<file path="config.mk">
export PLATFORM = sky130hd
export DESIGN_NAME = uart_tx_flat
export DESIGN_NICKNAME = d
export VERILOG_FILES = /design/src/rtl/uart_tx_if.sv /design/src/rtl/uart_tx.sv /design/src/flat_wrapper.sv
export SDC_FILE = /design/constraint.sdc
export NUM_CORES = 1
export LEC_CHECK = 0
export ABC_AREA = 1
export BUFFER_PORTS_ARGS = -buffer_cell sky130_fd_sc_hd__buf_4
export CAP_MARGIN = 0
export CORE_MARGIN = 1
export CORE_UTILIZATION = 45
export DETAILED_ROUTE_END_ITERATION = 12
export PLACE_DENSITY_LB_ADDON = 0.1
export SKIP_LAST_GASP = 1
export SLEW_MARGIN = 20
export SYNTH_ARGS = -nofsm -noshare
export SYNTH_HDL_FRONTEND = slang
export SYNTH_SLANG_ARGS = --single-unit
export TNS_END_PERCENT = 20
</file>
<file path="constraint.sdc">
create_clock -name clk -period 2.8 [get_ports clk]
set_input_delay 0.28 -clock clk [delete_from_list [all_inputs] [get_ports clk]]
set_output_delay 0.28 -clock clk [all_outputs]
set_load 0.02 [all_outputs]
</file>
<file path="src/rtl/uart_tx_if.sv">
// Valid/ready beat interface feeding the UART transmitter.
interface uart_tx_if #(
    parameter int W_IN = 16
);
    logic            valid;
    logic            ready;
    logic [W_IN-1:0] data;

    modport master (output valid, output data, input ready);
    modport slave  (input valid, input data, output ready);
endinterface

</file>
<file path="src/rtl/uart_tx.sv">
// UART transmitter: splits a W_IN-bit beat into words and sends each as
// start / inverted data (LSB first) / stop frames on tx.
module uart_tx #(
    parameter int CLOCKS_PER_PULSE = 4,
    parameter int BITS_PER_WORD    = 8,
    parameter int W_IN             = 16
) (
    input  logic      clk,
    input  logic      rstn,
    uart_tx_if.slave  s,
    output logic      tx,
    output logic      busy
);
    localparam int NUM_WORDS   = W_IN / BITS_PER_WORD;
    localparam int PACKET_BITS = BITS_PER_WORD + 2;
    localparam int PW = (CLOCKS_PER_PULSE > 1) ? $clog2(CLOCKS_PER_PULSE) : 1;
    localparam int BW = (PACKET_BITS > 1) ? $clog2(PACKET_BITS) : 1;
    localparam int WW = (NUM_WORDS > 1) ? $clog2(NUM_WORDS) : 1;

    localparam logic [PW-1:0] PULSE_LAST = PW'(CLOCKS_PER_PULSE - 1);
    localparam logic [BW-1:0] BIT_LAST   = BW'(PACKET_BITS - 1);
    localparam logic [BW-1:0] DATA_LAST  = BW'(PACKET_BITS - 2);
    localparam logic [WW-1:0] WORD_LAST  = WW'(NUM_WORDS - 1);

    typedef enum logic {IDLE, SEND} state_t;

    state_t          state;
    logic [PW-1:0]   pulse_cnt;
    logic [BW-1:0]   bit_cnt;
    logic [WW-1:0]   word_cnt;
    logic [W_IN-1:0] shreg;
    logic            ready;

    assign s.ready = ready;

    // Words are contiguous LSB-first, so one right shift per data bit walks the whole beat.
    always_ff @(posedge clk or negedge rstn) begin
        if (!rstn) begin
            state     <= IDLE;
            tx        <= 1'b1;
            ready     <= 1'b0;
            busy      <= 1'b0;
            pulse_cnt <= '0;
            bit_cnt   <= '0;
            word_cnt  <= '0;
            shreg     <= '0;
        end else begin
            case (state)
                IDLE: begin
                    ready <= 1'b1;
                    busy  <= 1'b0;
                    tx    <= 1'b1;
                    if (s.valid && ready) begin
                        shreg     <= s.data;
                        state     <= SEND;
                        pulse_cnt <= '0;
                        bit_cnt   <= '0;
                        word_cnt  <= '0;
                        tx        <= 1'b0;
                        ready     <= 1'b0;
                        busy      <= 1'b1;
                    end
                end
                SEND: begin
                    if (pulse_cnt == PULSE_LAST) begin
                        pulse_cnt <= '0;
                        if (bit_cnt == BIT_LAST) begin
                            bit_cnt <= '0;
                            if (word_cnt == WORD_LAST) begin
                                word_cnt <= '0;
                                state    <= IDLE;
                                ready    <= 1'b1;
                                busy     <= 1'b0;
                                tx       <= 1'b1;
                            end else begin
                                word_cnt <= word_cnt + WW'(1);
                                tx       <= 1'b0;
                            end
                        end else begin
                            bit_cnt <= bit_cnt + BW'(1);
                            if (bit_cnt == DATA_LAST) begin
                                tx <= 1'b1;
                            end else begin
                                tx    <= ~shreg[0];
                                shreg <= shreg >> 1;
                            end
                        end
                    end else begin
                        pulse_cnt <= pulse_cnt + PW'(1);
                    end
                end
                default: state <= IDLE;
            endcase
        end
    end
endmodule

</file>
<file path="src/flat_wrapper.sv">
// flat-port wrapper written by rule: the top's interface ports become plain ports
module uart_tx_flat 
#(
    parameter int CLOCKS_PER_PULSE = 4,
    parameter int BITS_PER_WORD    = 8,
    parameter int W_IN             = 16
)
  (clk, rstn, tx, busy, s_valid, s_data, s_ready);
  uart_tx_if #(.W_IN(W_IN)) s_i ();
  input  logic clk;
  input  logic rstn;
  output logic tx;
  output logic busy;
  input wire logic [$bits(s_i.valid)-1:0] s_valid;
  input wire logic [$bits(s_i.data)-1:0] s_data;
  output wire logic [$bits(s_i.ready)-1:0] s_ready;
  assign s_i.valid = s_valid;
  assign s_i.data = s_data;
  assign s_ready = s_i.ready;
  uart_tx #(.CLOCKS_PER_PULSE(CLOCKS_PER_PULSE), .BITS_PER_WORD(BITS_PER_WORD), .W_IN(W_IN)) u_core (.clk(clk), .rstn(rstn), .s(s_i), .tx(tx), .busy(busy));
endmodule
</file>
Word-level counts from Yosys, hierarchy flattened
Cells that the tools add are included. W data, S select, Z words.

Register bits: 27. RAM bits: 0. Latch bits: 0. Memory bits (read-only): 0. Input bits: 19. Memories: 0. Output and inout bits: 3.

Eq/ne operators: 9. Bitwise logic cells: 2. Shift operators: 0. Add/subtract/negate cells: 3. $lt $le $gt $ge: 0. Multiplexer cells: 36. $mul: 0. Divide/modulo/power cells: 0. Reduce and logical (&&, ||, !) cells: 5.

Operators by type and width (number): $mux W16 (4); $pmux W16 S2 (1); $mux W1 (19); $mux W4 (3); $ne A2 B2 Y1 const B (5); $pmux W1 S2 (5); $eq A4 B4 Y1 const B (2); $pmux W4 S2 (1); $reduce_and A3 Y1 (2); $add A4 B1 Y4 const B (1); $mux W2 (2); $pmux W2 S2 (1); $reduce_and A4 Y1 (1); $add A2 B1 Y2 const B (1); $eq A2 B2 Y1 const B (1); $ne A2 B1 Y1 const B (1); $not A1 Y1 (2); $reduce_and A2 Y1 (1); $add A1 B1 Y1 const B (1); $logic_and A1 B1 Y1 (1).

Logic depth before layout (Yosys ltp)
Gate-level depths: netlist of the first run.

Depth in word-level cells: 5. Depth in mapped cells: 8.

Worst setup path before layout of the first run
OpenSTA, ideal clock, no wires.

Path kind: register -> register. Start: register u_core.pulse_cnt[0]. End: register u_core.shreg[0]. Required time: 2.681 ns. Stages on the path, launching flop included: 7. Path buffers: 1. Path slack: 1.572 ns. Arrival: 1.109 ns. Cells stage by stage: dfrtp_1 > ha_1 > nand2_2 > nand2_4 > nand2_4 > buf_6 > o21ai_2.

Longest elaborated chain between the ends: 3.

Ends and longest elaborated chain: from (decl) (line uart_tx.sv:28) `logic [PW-1:0] pulse_cnt;`; from (signal assigned) (line uart_tx.sv:89) `pulse_cnt <= pulse_cnt + PW'(1);`; $eq A2 B2 Y1 (line uart_tx.sv:65) `if (pulse_cnt == PULSE_LAST) begin`; $ne A2 B2 Y1 (no source line); $reduce_and A4 Y1 (no source line); to (signal assigned) (line uart_tx.sv:54) `shreg <= s.data;`; to (signal assigned) (line uart_tx.sv:85) `shreg <= shreg >> 1;`; to (decl) (line uart_tx.sv:31) `logic [W_IN-1:0] shreg;`.

Every way passes these cells. A chain may end at the register's enable or synchronous reset.

Final worst setup path of the first run
Start: register u_core.state. End: register u_core.shreg[5].

Longest elaborated chain between the ends: 3. Elaborated cells on any way between the ends: 7. Classes of those cells: 4 x eq/ne; 1 x mux; 1 x bitwise; 1 x reduce/logical.

Ends and longest elaborated chain: from (decl) (line uart_tx.sv:27) `state_t state;`; from (signal assigned) (line uart_tx.sv:39) `state <= IDLE;`; from (signal assigned) (line uart_tx.sv:55) `state <= SEND;`; from (signal assigned) (line uart_tx.sv:71) `state <= IDLE;`; $not A1 Y1; $ne A2 B1 Y1 (no source line); $reduce_and A4 Y1 (no source line).

Several ways; a longest one is shown, not always the timed one.

==> results of run 1 <==
-- power groups by stage --
stage               registers [W]  logic [W]  clock network, W
global placement         0.000656   0.000643                 0
global route             0.000679   0.000740          0.000189
finish                   0.000658   0.000650          0.000169
floorplan                0.000654   0.000572                 0
CTS                      0.000659   0.000660          0.000178
detailed placement       0.000667   0.000657                 0
-- flip-flops by register name (all words and copies together) (netlist names) --
register	flops
u_core.state	1
u_core.busy	1
u_core.pulse_cnt	2
u_core.bit_cnt	4
u_core.word_cnt	1
u_core.tx	1
u_core.s.ready	1
u_core.shreg	16
-- final timing paths --
check	startpoint	endpoint	slack [ns]	depth (start not counted)
min	s_data[15]	u_core.shreg[15]	0.20	3
max in group asynchronous	rstn	u_core.tx	2.12	2
min reg2reg	u_core.shreg[2]	u_core.shreg[2]	0.50	2
max	u_core.state	u_core.shreg[5]	1.13	4
min in group asynchronous	rstn	u_core.bit_cnt[0]	0.38	2
max reg2reg	u_core.state	u_core.shreg[5]	1.13	4
-- metal layers --
| metal | GRT usage | part of all wire | routed length, um |
|---|---|---|---|
| met1 | 0.2230 | 0.48 | 1150 |
| met2 | 0.2908 | 0.48 | 1148 |
| met3 | 0.02721 | 0.028 | 68 |
| met4 | 0.06272 | 0.014 | 33 |
| met5 | 0 | 0 | 0 |
-- cell families after synthesis --
family	share of synthesized area
AO/OA/AOI/OAI	0.1283
buffers and inverters	0.06552
flip-flops	0.4923
adder cells (fa/ha/maj)	0.009098
AND/OR/NAND/NOR	0.1956
multiplexers	0.1092
-- worst min-delay path, stage by stage --
cell     delay (ns)
buf_4          0.11
inv_1          0.04
o21ai_0        0.07
-- stage by stage --
step | cell area (um^2) | setup slack (ns) | instances
after global placement | 1521 | 1.205 | 187
after global routing | 1559 | 0.9601 | 192
after CTS | 1559 | 1.118 | 192
final | 1559 | 1.125 | 192
after floorplan | 1375 | 1.572 | 140
after detailed placement | 1521 | 1.145 | 187
-- cell type report --
type	instances	area share
inverter	8	0.02087
sequential	27	0.4342
timing repair buffer	23	0.1124
multi-input combinational	99	0.3900
clock inverter	1	0.003210
clock buffer	3	0.01445
tap	31	0.02488
-- layout by cell type, fill, tap and decap left out, types with 2 or more instances in the layout --
cell	instances
a21oi_1	3
buf_4	22
clkbuf_4	3
dfrtp_1	26
inv_1	7
mux2i_1	15
nand2_1	37
nand2_4	2
nand3_1	8
nor2_1	8
o21ai_0	6
o21ai_2	14
-- timing repair --
item,CTS,global route
endpoints found under the setup margin,0,0
hold buffers,1,0
endpoints found under the hold margin,26,0
gates resized for setup,0,0
setup buffers,0,0
==> results.tsv, run 1 <==
metric	value	unit
p_leak	0.8531	nW
cp_slowest_cell	dfrtp_1	
path_buf_inv	0	
worstSetupStartpointType	register	
finalSetupViolations	0	
fin_crit_sh	0.5981	
detail-route-antenna-nets	0	
num_vias	995	
viasPerCell	5.182	
drt_wl_total	2.400	mm
grt_util_all_layers	0.1718	
slew_headroom	0.6081	
drc	0	
seq_area_frac_synth	0.4923	
coreArea	2829	um^2
hold_class	primary input to register	
seqCellArea	676.9	um^2
yosys.area.top_type	dfrtp_1	
endpoint_kind	register	
cts_buffers	3	
clock_skew	0.006207	ns
synth_top_area_frac	0.4732	
layout-drive-gt1-share	0.2857	
syn_inst	140	
hold_slack	0.1957	ns
synth_edf_count	0	
start_util	0.4861	
power.total	0.001477	W
die_h	57.28	um
grt_pass1_vias	960	
ys_seq_elements	27	
final.setup.tns	0	ns
slew_violations	0	
final_util	0.5511	
area_growth	13.38	%
rsz0062_at_grt	no	
clkSinkCount	27	
synth.net_count	160	
max_slew.worst_pin.slew	0.5878	ns
p_clk_frac	0.114	
antenna_found_initial	0	
cp_max_fo	31	
postSynthAreaPerCell	9.822	um^2
drt-initial-drc-count	11	
cp_top_family	flip-flops	
hold_violations	0	
die_w	57.28	um
ys_async_sr_fraction	1.000	
synth_commonest_cells	nand2_1, dfrtp_1, mux2i_1, o21ai_2	
place.port_buffers	21	
max_stage_delay	0.74	ns
root_buffer	clkbuf_4	
drv_cap	0	
gr-total-overflow	0	
path_clk_slew	0.15	ns
grt_max_degree	32	
dieArea	3281	um^2
h-tree-depth	1	
arrival	1.92	ns
fillCellCount	262	
seqPwrFrac	0.446	
combPwrFrac	0.440	
grt_pass1_wl	4.340	mm
clock.fmax	0.5971	GHz
routedWlPerCell	12.50	um
rows	19	
synth_area	1375	um^2
status	finished clean	
synth.most_common_cell	nand2_1	
p_sw_frac	0.4225	
ir_worst_vdd	0.0003474	V
worstPathCellList	nand2_2 > nand2_4 > nand2_4 > o21ai_0	
dpl.hpwl	1.765	mm
power_switching	0.0006240	W
worstSetupPathType	register to register	
ys.flop_type	dfrtp_1	
clk-insertion-delay-late	0.32	ns
fin_nets	182	
powerDensity	947.3	nW/um^2
firstDrtPassIters	4	
antennaDiodeCount	0	
ys_types	21	
internal_power	0.0008529	W
worstPathRequired	3.05	ns
ys_warn_count	0	
crit_top_cell	nand2_4	
final.min_clock_period	1.675	ns
synth_area_leaders	dfrtp_1, mux2i_1, nand2_1	
pin_count	22	
cts_tree	done	
finalWeightedCongestion	0.8965	
cts_buffer_depth	2	
multi_input_area	608.1	um^2
Power figures use the tool's default switching activity.
==> inputs of run 2 (changes only) <==
==> constraint.sdc (replaced) <==
create_clock -name clk -period 1.4 [get_ports clk]
set_input_delay 0.14 -clock clk [delete_from_list [all_inputs] [get_ports clk]]
set_output_delay 0.14 -clock clk [all_outputs]
set_load 0.02 [all_outputs]
==> run 2 against run 1 <==
Non-clock buffer count rose by 8. Largest cell class unchanged. Die area stayed put. Critical path depth up 3. Cell count rose by 4.2%. Power increased by 120%. Combinational power rose by 150%. Sequential share of layout area fell by 2.5 points. Maximum frequency is 23% higher. Final area is 6.2% higher. Setup slack got worse by 1.1 ns. Wire length grew 6.5%.
==> results.tsv, run 2 (synthesis gave the netlist of run 1 again) <==
metric	value	unit	change
cts_tree	done		
grt_pass1_vias	1032		+7.5%
cts_buffers	3		unchanged
hold_class	primary input to register		
coreArea	2829	um^2	unchanged
fin_cells	200		+4.2%
multi_input_area	608.1	um^2	unchanged
h-tree-depth	1		unchanged
root_buffer	clkbuf_4		
firstDrtPassIters	4		unchanged
drc	0		unchanged
reg2regPathDepth	7		+3
seqCellArea	676.9	um^2	unchanged
drt_wl_total	2.556	mm	+6.5%
reg.largest.list	u_core.shreg x16, u_core.bit_cnt x4, u_core.pulse_cnt x2		
cp_slowest_cell	dfrtp_1		
crit_top_cell	nand2_4		
viasPerCell	5.225		+0.82%
final.min_clock_period	1.362	ns	-0.3125 ns
power.total	0.003214	W	+120%
arrival	1.61	ns	-0.31 ns
clkSinkCount	27		unchanged
area_growth	20.38	%	
clock_skew	0.006501	ns	+0.0002939 ns
finalSetupViolations	0		unchanged
fin_crit_sh	0.9730		+0.3749
clk-insertion-delay-late	0.31	ns	about the same
max_stage_delay	0.42	ns	-0.32 ns
antenna_found_initial	0		unchanged
drv_cap	0		unchanged
grt_util_all_layers	0.1739		+0.002119
drt-initial-drc-count	51		+40
final.setup.tns	0	ns	unchanged
path_clk_slew	0.14	ns	about the same
antennaDiodeCount	0		unchanged
cts_buffer_depth	2		unchanged
gr-total-overflow	0		unchanged
ir_worst_vdd	0.0007459	V	+110%
cp_max_fo	17		-45%
pin_count	22		unchanged
placed_cell_area	1597	um^2	+4.9%
slew_headroom	0.7741		+0.1660
grt_pass1_wl	4.429	mm	+2.1%
hold_violations	0		unchanged
worstSetupStartpointType	register		
dp_cells	192		+2.7%
largest_reg_flops	16		unchanged
hold_depth	3		unchanged
rows	19		unchanged
fillCellCount	272		+3.8%
grt_max_degree	28		-13%
mostFrequentLayoutCell	nand2_1		
clock.fmax	0.7341	GHz	+23%
die_h	57.28	um	unchanged
endpoint_kind	register		
status	finished clean		
worstSetupPathType	register to register		
layout-drive-gt1-share	0.3136		+0.02790
slew_violations	0		unchanged
max_slew.worst_pin.slew	0.3389	ns	-0.2490 ns
final_area	1655	um^2	+6.2%
regMostFlops	u_core.shreg		
powerDensity	1942	nW/um^2	+100%
p_leak	0.9030	nW	+5.9%
worstPathCellList	ha_1 > nand2_2 > nand2_4 > nand2_4 > buf_12 > nand2_1 > o21ai_2		
routedWlPerCell	12.78	um	+2.2%
die_w	57.28	um	unchanged
place.port_buffers	21		unchanged
final_cell_mix	nand2_1, buf_4, dfrtp_1		
final_util	0.5851		+0.03405
num_vias	1045		+5.0%
detail-route-antenna-nets	0		unchanged
finalWeightedCongestion	0.9601		+7.1%
worstPathRequired	1.65	ns	-1.40 ns
fin_nets	190		+4.4%
dieArea	3281	um^2	unchanged
dpl.hpwl	1.896	mm	+7.4%
start_util	0.4861		unchanged
## run 2: cell types whose count changed in the layout (fill, tap and decap cells not counted)
cell / change
buf_4: +5
buf_12: +3
clkbuf_1: +1
clkinv_2: -1
## run 2: layout make-up
cell class	count	share of cell area
timing repair buffer	31	0.1648
tap	31	0.02343
inverter	8	0.01965
sequential	27	0.4089
clock buffer	4	0.01587
multi-input combinational	99	0.3673
## run 2: path summary, 6_finish.rpt
kind | from | end | slack [ns]
worst min register to register | u_core.shreg[14] | u_core.shreg[14] | 0.50
worst min-delay path | s_data[15] | u_core.shreg[15] | 0.07
max in group asynchronous | rstn | u_core.tx | 0.85
worst max register to register | u_core.pulse_cnt[0] | u_core.shreg[3] | 0.04
worst max-delay path | u_core.pulse_cnt[0] | u_core.shreg[3] | 0.04
min in group asynchronous | rstn | u_core.word_cnt | 0.25
## run 2: worst max-delay path: cells and delay by family (launching register included)
kind / cells / cell delay, ns
and+or+nand+nor: 4 / 0.42
DFF: 1 / 0.42
buffers and inverters: 1 / 0.15
adders and majority gates: 1 / 0.24
AOI/OAI and AO/OA: 1 / 0.05
## run 2: timing repair
action,CTS,global route
hold buffers,1,0
gates resized for setup,0,0
buffers inserted,0,3
endpoints found under the setup margin,0,16
hold endpoints to repair,26,0
## run 2: report_power, final
group | switching (W) | internal [W]
clock network | 0.000213 | 0.000111
logic | 0.000873 | 0.000723
registers | 0.000217 | 0.00108
## run 2: routing by layer
metal	wire, um	up-vias	track usage
li1	-	528	-
met1	1150	500	0.2286
met2	1332	15	0.2975
met3	59	2	0.02268
met4	13	0	0.05923
met5	0	-	0
## run 2: stage by stage
step / hold WS [ns] / setup slack (ns)
floorplan: -0.1556 / 0.1724
global placement: 0.07495 / 0.08187
detailed placement: 0.07400 / 0.05801
CTS: 0.06671 / 0.02499
global route: 0.05826 / -0.007034
finish: 0.07219 / 0.03779
